## config.mk

```make
export PLATFORM = sky130hd
export DESIGN_NAME = esc_rx_ctrl
export DESIGN_NICKNAME = d
export VERILOG_FILES = /design/src/rtl/esc_rx_ctrl.sv
export SDC_FILE = /design/constraint.sdc
export NUM_CORES = 1
export LEC_CHECK = 0
export ABC_AREA = 1
export BUFFER_PORTS_ARGS = -buffer_cell sky130_fd_sc_hd__buf_2
export CAP_MARGIN = 25
export CORE_MARGIN = 2
export CORE_UTILIZATION = 37
export DETAILED_ROUTE_END_ITERATION = 6
export PLACE_DENSITY = 0.63
export SYNTH_ARGS = -nofsm -noshare
export SYNTH_HDL_FRONTEND = slang
export SYNTH_SLANG_ARGS = --single-unit
```

## constraint.sdc

```tcl
create_clock -name RxClkEsc -period 1.27 [get_ports RxClkEsc]
set_input_delay 0.254 -clock RxClkEsc [delete_from_list [all_inputs] [get_ports RxClkEsc]]
set_output_delay 0.254 -clock RxClkEsc [all_outputs]
set_load 0.005 [all_outputs]
```

## src/rtl/esc_rx_ctrl.sv

```systemverilog
// Escape-mode receive controller for the slave lane: decodes the entry command,
// then runs LPDT byte reception, ULPS hold or trigger reporting until Stop.
module esc_rx_ctrl #(
    parameter logic [7:0] CMD_LPDT  = 8'h87,
    parameter logic [7:0] CMD_ULPS  = 8'h78,
    parameter logic [7:0] CMD_TRIG0 = 8'h46,
    parameter logic [7:0] CMD_TRIG1 = 8'h5D,
    parameter logic [7:0] CMD_TRIG2 = 8'hA2,
    parameter logic [7:0] CMD_TRIG3 = 8'hB9
) (
    input  logic       RxClkEsc,
    input  logic       RstN,
    input  logic       EscEntryDet,
    input  logic       BitStrobe,
    input  logic       StopDet,
    input  logic [7:0] RxEscData,
    output logic       EscDeserEn,
    output logic       RxLpdtEsc,
    output logic       RxUlpsEsc,
    output logic [7:0] RxDataEsc,
    output logic       RxValidEsc,
    output logic [3:0] RxTriggerEsc,
    output logic       ErrEsc,
    output logic       ErrSyncEsc,
    output logic [2:0] dbg_state
);

    localparam logic [2:0] S_IDLE      = 3'd0;
    localparam logic [2:0] S_CMD       = 3'd1;
    localparam logic [2:0] S_CMD_CHK   = 3'd2;
    localparam logic [2:0] S_LPDT      = 3'd3;
    localparam logic [2:0] S_ULPS      = 3'd4;
    localparam logic [2:0] S_WAIT_STOP = 3'd5;

    logic [2:0] state;
    logic [2:0] state_nxt;
    logic [2:0] bit_cnt;
    logic [2:0] bit_cnt_nxt;
    logic       byte_pend;
    logic       byte_pend_nxt;
    logic       shift_en;
    logic       last_bit;
    logic [3:0] trig_hit;
    logic       cmd_lpdt;
    logic       cmd_ulps;
    logic       cmd_unknown;

    // The deserializer shifts on every gated strobe, including one that
    // coincides with StopDet; that bit is simply never consumed.
    assign shift_en   = BitStrobe && ((state == S_CMD) || (state == S_LPDT));
    assign EscDeserEn = shift_en;
    assign last_bit   = shift_en && (bit_cnt == 3'd7);

    assign trig_hit = {RxEscData == CMD_TRIG3, RxEscData == CMD_TRIG2,
                       RxEscData == CMD_TRIG1, RxEscData == CMD_TRIG0};
    assign cmd_lpdt    = (RxEscData == CMD_LPDT);
    assign cmd_ulps    = (RxEscData == CMD_ULPS);
    assign cmd_unknown = !(cmd_lpdt || cmd_ulps || (|trig_hit));

    always_comb begin
        state_nxt     = state;
        bit_cnt_nxt   = bit_cnt;
        byte_pend_nxt = 1'b0;
        case (state)
            S_IDLE: begin
                if (EscEntryDet) begin
                    state_nxt   = S_CMD;
                    bit_cnt_nxt = 3'd0;
                end
            end
            S_CMD: begin
                if (StopDet) begin
                    state_nxt   = S_IDLE;
                    bit_cnt_nxt = 3'd0;
                end else if (shift_en) begin
                    bit_cnt_nxt = bit_cnt + 3'd1;
                    if (last_bit) begin
                        state_nxt = S_CMD_CHK;
                    end
                end
            end
            S_CMD_CHK: begin
                if (StopDet) begin
                    state_nxt = S_IDLE;
                end else if (cmd_lpdt) begin
                    state_nxt = S_LPDT;
                end else if (cmd_ulps) begin
                    state_nxt = S_ULPS;
                end else begin
                    state_nxt = S_WAIT_STOP;
                end
                bit_cnt_nxt = 3'd0;
            end
            S_LPDT: begin
                if (StopDet) begin
                    state_nxt   = S_IDLE;
                    bit_cnt_nxt = 3'd0;
                end else if (shift_en) begin
                    bit_cnt_nxt   = bit_cnt + 3'd1;
                    byte_pend_nxt = last_bit;
                end
            end
            S_ULPS, S_WAIT_STOP: begin
                if (StopDet) begin
                    state_nxt   = S_IDLE;
                    bit_cnt_nxt = 3'd0;
                end
            end
            default: begin
                state_nxt   = S_IDLE;
                bit_cnt_nxt = 3'd0;
            end
        endcase
    end

    // byte_pend marks the cycle where the deserializer holds a complete byte.
    always_ff @(posedge RxClkEsc or negedge RstN) begin
        if (!RstN) begin
            state      <= S_IDLE;
            bit_cnt    <= 3'd0;
            byte_pend  <= 1'b0;
            RxDataEsc  <= 8'h00;
            RxValidEsc <= 1'b0;
        end else begin
            state      <= state_nxt;
            bit_cnt    <= bit_cnt_nxt;
            byte_pend  <= byte_pend_nxt;
            RxValidEsc <= byte_pend;
            if (byte_pend) begin
                RxDataEsc <= RxEscData;
            end
        end
    end

    assign RxLpdtEsc    = (state == S_LPDT);
    assign RxUlpsEsc    = (state == S_ULPS);
    assign RxTriggerEsc = (state == S_CMD_CHK) ? trig_hit : 4'b0000;
    assign ErrEsc       = (state == S_CMD_CHK) && cmd_unknown;
    assign ErrSyncEsc   = (state == S_LPDT) && StopDet && (bit_cnt != 3'd0);
    assign dbg_state    = state;

endmodule

```

==> results_dict.tcl, run 1 <==
set metrics [dict create \
    path_max_fanout 5 \
    synthAdderAreaFrac 0.0402 \
    start_kind "flop" \
    synthXorXnorAreaFrac 0 \
    slew_headroom 0.757 \
    finClkSkew_ns 0.000502 \
    port_buffers 33 \
    initial_core_util 0.384 \
    min_path_type "input pin to flop" \
    place_area_sq_mm 0.00120 \
    outcome "finished with violations" \
    crit_type "flop to primary output" \
    finalSetupTns_ns -2.11 \
    r2r_end "dbg_state[1]" \
    ys_top_cells_by_count "nand2_1 (39), nor2_1 (25), dfrtp_1 (16)" \
    cts_tree "built" \
    max_freq_mhz 644 \
    dp_hpwl_um 1710 \
    vias 1029 \
    synth_simple_gate_area_frac 0.359 \
    gr-total-overflow 0 \
    reg2reg_depth 8 \
    clkTransAtPathRegs_ns 0.10 \
    rsz0062_at_grt "yes" \
    dieHeight_um 54.3 \
    stdcell_area_sq_mm 0.00143 \
    yosysMostFrequentCell "nand2_1" \
    drt_pass1_iterations 4 \
    clock_sinks 16 \
    layout.nets 207 \
    area_growth_pct 53.4 \
    globalRouteTotalUtil 0.172 \
    critPathRequiredTime_ns 1.02 \
    vias_per_cell 4.68 \
    worst_slew_pin_slew_ns 0.365 \
    grt_max_degree 17 \
    whs_ns 0.211 \
    wl_um 2450 \
    power_density_mw_per_mm2 1470 \
    period_share 1.22 \
    grt_pass1_vias 851 \
    synth-async-reset-ratio 1.00 \
    end_kind "primary output" \
    gp_congestion 0.851 \
    crit_path_start "dbg_state[2]" \
    peakVddDrop_v 0.00114 \
    drtIter0Drc 30 \
    layout-drive-gt1-share 0.458 \
    syn_inst 132 \
    synth.area.top_cells "dfrtp_1 (43%), nand2_1 (16%), nor2_1 (10%)" \
    synth.avg_cell_area_sq_um 7.08 \
    synth_seq_cells 16 \
    wl_per_cell_um 11.1 \
    synth_top_family_by_area "simple AND/OR/NAND/NOR gates" \
    placementRows 18 \
    finalMaxSlewViolations 0 \
    clk_path_buf_depth 2 \
    final.fill_count 228 \
    r2r-start "dbg_state[1]" \
    crit_end "ErrEsc" \
    h-tree-depth 1 \
    synth_area_leader_cell "dfrtp_1" \
    coreArea_sq_mm 0.00243 \
    die_x_um 54.3 \
    synth_compound_area_frac 0.0509 \
    ys_seq_area_frac 0.428 \
    synth_edf_count 0 \
    synth_warnings 0 \
    period_needed_ns 1.55 \
    yosysTopAreaCellShare 0.428 \
    antenna_found_initial 0 \
    diodes 0 \
    setup_viol 15 \
    hold_viol 0 \
    grt_pass1_wl_um 3620 \
    timing.final.ws_setup_ns -0.283 \
    fp.dieArea_sq_mm 0.00294 \
    clkLatencyLatePin_ns 0.29 \
    num_io_pins 34 \
    antenna_left 0 \
    synthMuxAreaShare 0.0361 \
    rrSetupSlack_ns -0.07 \
    leakagePower_uw 0.000777 \
    cts_made_buffers 3 \
    violations "setup timing" \
    total_power_uw 2100 \
    worstHoldStart "RxEscData[7]" \
    cts_root_buffer "clkbuf_4" \
    synth_ff_type "dfrtp_1" \
    worstPathArrival_ns 1.30 \
    synth_area_sq_um 935 \
    drv_cap 0 \
    syn-num-nets 148 \
    synth.distinct_cells 17 \
    drc 0 \
]
## layout by cell type (no fill, tap or decap)
cell type,n
nand3_1,6
dlygate4sd3_1,1
a211oi_2,1
ha_4,2
nor2b_1,1
nand2_2,4
o21ai_1,1
buf_4,20
buf_2,33
nand4_1,2
buf_6,1
dfrtp_1,15
ha_2,1
mux2_2,3
clkbuf_8,1
nand3_2,2
dfrtp_2,1
o21ai_2,2
a21oi_1,5
inv_1,13
nor3_1,1
clkbuf_4,3
nor2_2,3
nand2_1,35
nand3_4,3
inv_2,7
nor2_1,23
## metrics by stage
stage / setup WS, ns / cells / util
global route: -0.362 / 220 / 0.590
detailed placement: -0.0478 / 203 / 0.493
floorplan: 0.103 / 132 / -
CTS: -0.242 / 217 / 0.556
finish: -0.283 / 220 / 0.590
global placement: -0.0315 / 203 / 0.493
## power breakdown
| part | total [uW] | internal (uW) | switching (uW) |
|---|---|---|---|
| Clock | 351 | 175 | 177 |
| Combinational | 1110 | 525 | 590 |
| Sequential | 635 | 572 | 63.5 |
| Total | 2100 | 1270 | 830 |
## layout make-up
| cell class | count | area, sq um | area share |
|---|---|---|---|
| clock buffers | 4 | 36.3 | 0.0253 |
| repair buffers | 55 | 337 | 0.235 |
| flip-flops and latches | 16 | 402 | 0.280 |
| inverters | 20 | 75.1 | 0.0524 |
| well taps | 30 | 37.5 | 0.0262 |
| multi-input cells | 95 | 547 | 0.381 |
## cell families (layout without fill, tap and decap cells)
| family | count (synthesis) | count (layout) |
|---|---|---|
| buf+inv | 21 | 79 |
| fa+ha+maj | 3 | 3 |
| mux | 3 | 3 |
| flops | 16 | 16 |
| simple gates | 80 | 80 |
| compound gates | 9 | 9 |
## layer usage
layer / global-route usage / share of wire
met3: 0.0246 / 0.046
met4: 0.0875 / 0.018
met5: 0 / 0
met1: 0.226 / 0.43
met2: 0.275 / 0.51
## registers in the layout, summed over array words and instances (netlist names)
signal,count
RxDataEsc,8
RxValidEsc,1
byte_pend,1
dbg_state,3
bit_cnt,3
## worst min path at each step
stage / endpoint / slack [ns] / cells past startpoint
after floorplan: RxDataEsc[0] / -0.04 / 0
after global placement: RxDataEsc[5] / 0.19 / 1
after detailed placement: RxDataEsc[0] / 0.19 / 1
after CTS: RxDataEsc[7] / 0.21 / 3
after global routing: RxDataEsc[7] / 0.22 / 3
final: RxDataEsc[7] / 0.21 / 3
## critical path: stages (launching register included)
cell and delay [ns]:
dfrtp_1 0.41, inv_2 0.11, nand3_4 0.10, inv_2 0.05, nand4_1 0.09, nor2_1 0.12, buf_2 0.12
## repair_timing
| item | CTS | global route |
|---|---|---|
| resized for setup | 12 | 12 |
| endpoints found under the hold margin | 16 | 0 |
| setup buffers | 9 | 3 |
| hold buffers | 1 | 0 |
| cloned | 0 | 0 |
| setup endpoints to repair | 9 | 14 |
| pin swaps | 8 | 7 |
(Power assumes the default switching activity.)
==> run 2: changes to the inputs <==
CORE_ASPECT_RATIO = 1.75   (was default)
CTS_CLUSTER_SIZE = 10   (was default)
==> run 2 against run 1 <==
Effect of this change: the run still ends with setup timing left; via count rose by 1.7%; clock skew is 0.0062 ns higher; combinational power barely moved; non-clock buffer count fell by 2; largest cell class unchanged.
==> results_dict.tcl, run 2 (synthesized netlist as in run 1, its figures left out) <==
set metrics [dict create \
    r2r_end "dbg_state[1]" \
    regArea_sq_um 403 \
    layout-drive-gt1-share 0.468 \
    rrSetupSlack_ns -0.07 \
    stdcell_area_sq_mm 0.00145 \
    multi_input_comb_area_sq_um 558 \
    r2r-start "bit_cnt[1]" \
    final_common_cell "nand2_1" \
    crit_type "flop to primary output" \
    initial_core_util 0.384 \
    hold_viol 0 \
    hold_end "RxDataEsc[7]" \
    cts_root_buffer "clkbuf_8" \
    worst_slew_pin_slew_ns 0.369 \
    cts_tree "built" \
    dieHeight_um 70.5 \
    slew_headroom 0.754 \
    area_growth_pct 55.4 \
    h-tree-depth 1 \
    grt_pass1_vias 1044 \
    placementRows 24 \
    critPathRequiredTime_ns 1.02 \
    period_share 1.15 \
    gr-total-overflow 0 \
    drtIter0Drc 21 \
    start_kind "flop" \
    port_buffers 33 \
    min_path_type "input pin to flop" \
    finClkSkew_ns 0.00667 \
    finalMaxSlewViolations 0 \
    fp.dieArea_sq_mm 0.00296 \
    vias_per_cell 4.89 \
    leakagePower_uw 0.000774 \
    dp_hpwl_um 1900 \
    gp_congestion 0.873 \
    power_density_mw_per_mm2 1530 \
    drt_pass1_iterations 4 \
    top_register "RxDataEsc" \
    clkTransAtPathRegs_ns 0.07 \
    globalRouteTotalUtil 0.185 \
    clkLatencyLatePin_ns 0.25 \
    vias 1047 \
    die_x_um 42.0 \
    clock_sinks 16 \
    grt_max_degree 17 \
    clk_path_buf_depth 2 \
    outcome "finished with violations" \
    largest_reg_flops 8 \
    max_freq_mhz 686 \
    timing.final.ws_setup_ns -0.188 \
    drc 0 \
    antenna_found_initial 0 \
    reg2reg_depth 9 \
    period_needed_ns 1.46 \
    coreArea_sq_mm 0.00243 \
    worstHoldStart "RxEscData[7]" \
    grt_pass1_wl_um 4240 \
    num_io_pins 34 \
    peakVddDrop_v 0.000999 \
    diodes 0 \
    wl_per_cell_um 12.7 \
    finalSetupTns_ns -1.33 \
    cts_made_buffers 3 \
    violations "setup timing" \
    final_cell_mix "nand2_1 (37), buf_2 (33), nor2_1 (19)" \
    drv_cap 0 \
    place_area_sq_mm 0.00120 \
    layout.nets 205 \
    wl_um 2720 \
    antenna_left 0 \
    end_kind "primary output" \
    rsz0062_at_grt "yes" \
    path_max_fanout 5 \
    min_path_cells 3 \
    final.fill_count 218 \
    setup_viol 11 \
    worstPathArrival_ns 1.20 \
]
[run 2: cell types whose count changed in the layout (fill, tap and decap cells not counted), sizes merged]
cell | before | now
buf | 54 | 52
[run 2: repair_timing]
item / 4_1_cts / 5_1_grt
hold buffers: 1 / 0
setup endpoints to repair: 9 / 14
pin swaps: 11 / 7
resized for setup: 17 / 14
hold endpoints to repair: 16 / 0
buffers inserted: 6 / 4
[run 2: critical path, cell delays in order (launching register included)]
cell and delay, ns:
dfrtp_1 0.40, inv_2 0.13, nand3_4 0.10, buf_6 0.15, nor2_4 0.07, buf_2 0.11
[run 2: how the worst max path moves through the flow]
| stage | startpoint | endpoint | slack, ns | depth (start not counted) |
|---|---|---|---|---|
| 2_1_floorplan | bit_cnt[0] | dbg_state[1] | 0.10 | 8 |
| 3_3_place_gp | RxEscData[0] | ErrEsc | -0.07 | 8 |
| 3_5_place_dp | RxEscData[0] | ErrEsc | -0.08 | 8 |
| 4_1_cts | dbg_state[2] | ErrEsc | -0.18 | 6 |
| 5_1_grt | dbg_state[0] | RxTriggerEsc[3] | -0.25 | 5 |
| 6_report | dbg_state[2] | RxTriggerEsc[3] | -0.19 | 5 |
[run 2: final cells by class]
class,instances,share of cell area
multi-input cells,95,0.384
inverters,20,0.0517
repair buffers,53,0.227
clock buffers,4,0.0379
flip-flops and latches,16,0.277
well taps,26,0.0224
[run 2: power by group]
part	switching, uW	total [uW]	internal [uW]
registers	85.7	662	576
clock network	182	457	275
logic	605	1110	505
[run 2: per-stage QoR]
stage | util | total power, uW | setup slack, ns | std cells | hold slack (ns)
6_report | 0.597 | 2230 | -0.188 | 214 | 0.263
5_1_grt | 0.597 | 2380 | -0.247 | 214 | 0.255
4_1_cts | 0.566 | 2040 | -0.181 | 211 | 0.261
3_5_place_dp | 0.494 | 1400 | -0.0818 | 200 | 0.187
3_3_place_gp | 0.494 | 1390 | -0.0660 | 200 | 0.183
2_1_floorplan | - | 1080 | 0.103 | 132 | -0.0416
[run 2: per-layer routing]
metal  GRT usage  vias to the layer above  routed length, um
li1            -                      524                  -
met1       0.184                      493                971
met2       0.352                       25               1610
met3      0.0284                        5                 95
met4      0.0932                        0                 46
met5           0                        -                  0
==> run 3: changes to the inputs <==
RECOVER_POWER = 100   (was default)
==> run 3 against run 2 <==
Effect of this change: largest power group unchanged; via count down 0.38%; register-to-register slack about the same; utilization down 0.26 points; clock power about the same; die area unchanged; cell area down 0.43%; cell count unchanged; combinational power about the same; highest routed layer unchanged; sequential power about the same; clock-buffer cell count unchanged; routed wire length up 0.11%; first-iteration DRC count up 9.5%; the flow still finishes with violations (setup timing); critical endpoint unchanged.
==> results_dict.tcl, run 3 (synthesized netlist as in run 1, its figures left out) <==
set metrics [dict create \
    dieHeight_um 70.5 \
    h-tree-depth 1 \
    vias_per_cell 4.87 \
    crit_chain "inv_2 -> nand3_4 -> buf_6 -> nor2_4 -> buf_2" \
    met1_usage 0.184 \
    clock_sinks 16 \
    worst_path_max_delay_cell "dfrtp_1" \
    rrSetupSlack_ns -0.07 \
    max_stage_delay_ns 0.40 \
    leakagePower_uw 0.000764 \
    period_needed_ns 1.46 \
    wl_um 2730 \
    layout.nets 205 \
    wl_per_cell_um 12.7 \
    p_sw_uw 873 \
    max_freq_mhz 686 \
    min_path_type "input pin to flop" \
    diodes 0 \
    globalRouteTotalUtil 0.185 \
    use_met2 0.352 \
    grt_pass1_vias 1044 \
    r2r-start "bit_cnt[1]" \
    hold_end "RxDataEsc[7]" \
    rsz0062_at_grt "yes" \
    power_density_mw_per_mm2 1540 \
    finalSetupTns_ns -1.33 \
    vias 1043 \
    peakVddDrop_v 0.000999 \
    drtIter0Drc 23 \
    worstPathArrival_ns 1.20 \
    setup_viol 11 \
    port_buffers 33 \
    critPathRequiredTime_ns 1.02 \
    cts_root_buffer "clkbuf_8" \
    drv_cap 0 \
    fp.dieArea_sq_mm 0.00296 \
    layout-drive-gt1-share 0.452 \
    largest_reg_flops 8 \
    end_kind "primary output" \
    worst_slew_pin_slew_ns 0.418 \
    clkTransAtPathRegs_ns 0.07 \
    clockPowerShare 0.205 \
    drc 0 \
    worstHoldStart "RxEscData[7]" \
    initial_core_util 0.384 \
    final_common_cell "nand2_1" \
    antenna_left 0 \
    antenna_found_initial 0 \
    power_frac_comb 0.498 \
    final_cell_mix "nand2_1 (37), buf_2 (30), nor2_1 (19)" \
    top_register "RxDataEsc" \
    gr-total-overflow 0 \
    p_int_uw 1360 \
    p_sw_frac 0.392 \
    gp_congestion 0.873 \
    start_kind "flop" \
    violations "setup timing" \
    placementRows 24 \
    area_growth_pct 54.8 \
    finClkSkew_ns 0.00675 \
    reg2reg_depth 9 \
    cp.buffers_inverters 3 \
    path_max_fanout 5 \
    r2r_end "dbg_state[1]" \
    cts_made_buffers 3 \
    num_io_pins 34 \
    busiest_layer "met2" \
    hold_viol 0 \
    min_path_cells 3 \
    slew_headroom 0.721 \
    clkLatencyLatePin_ns 0.25 \
    grt_pass1_wl_um 4240 \
    coreArea_sq_mm 0.00243 \
    crit_type "flop to primary output" \
    clk_path_buf_depth 2 \
    cp_top_family "flip-flops" \
    total_power_uw 2230 \
    drt_pass1_iterations 4 \
    finalMaxSlewViolations 0 \
    grt_max_degree 17 \
    dp_hpwl_um 1900 \
    p_seq_frac 0.297 \
    final_core_utilization 0.595 \
    outcome "finished with violations" \
    cts_tree "built" \
    grt_use_met3 0.0284 \
    die_x_um 42.0 \
    period_share 1.15 \
    pre_cts_ws_ns -0.0818 \
    timing.final.ws_setup_ns -0.188 \
]
==> run 3: power by group through the flow <==
stage	clock, uW	combinational, uW	sequential, uW
after detailed placement	0	749	653
after floorplan	0	423	654
after global placement	0	739	652
after global routing	492	1220	670
after CTS	462	922	661
final	457	1110	662
==> run 3: timing repair <==
action,in CTS,in global routing
setup buffers,6,4
endpoints found under the hold margin,16,0
resized for setup,17,14
setup endpoints to repair,9,14
hold buffers,1,0
pin swaps,11,7
==> run 3: how the worst max path moves through the flow <==
stage                      start               to  cells past startpoint
floorplan             bit_cnt[0]     dbg_state[1]                      8
global placement    RxEscData[0]           ErrEsc                      8
detailed placement  RxEscData[0]           ErrEsc                      8
CTS                 dbg_state[2]           ErrEsc                      6
global route        dbg_state[0]  RxTriggerEsc[3]                      5
finish              dbg_state[2]  RxTriggerEsc[3]                      5
==> run 3: stage by stage <==
step	instance area (sq um)	hold slack (ns)	cells
after global placement	1200	0.183	200
after CTS	1380	0.261	211
after detailed placement	1200	0.187	200
after floorplan	935	-0.0416	132
after global routing	1450	0.255	214
final	1450	0.263	214
==> run 3: worst min-delay path: cells and delay by family <==
family	cells	cell delay, ns
AOI/OAI and AO/OA	1	0.06
buffers and inverters	2	0.16
==> run 3: cell type report <==
cell class	count	area (sq um)
repair buffers	53	323
inverters	20	75.1
fillers	220	986
flip-flops and latches	16	403
clock buffers	4	55.1
well taps	26	32.5
multi-input cells	95	558
==> run 3: routing by layer <==
layer | vias up | wire length, um | part of all wire
met5 | - | 0 | 0
met4 | 0 | 46 | 0.017
met3 | 5 | 94 | 0.034
met2 | 23 | 1600 | 0.59
met1 | 491 | 985 | 0.36
li1 | 524 | - | -
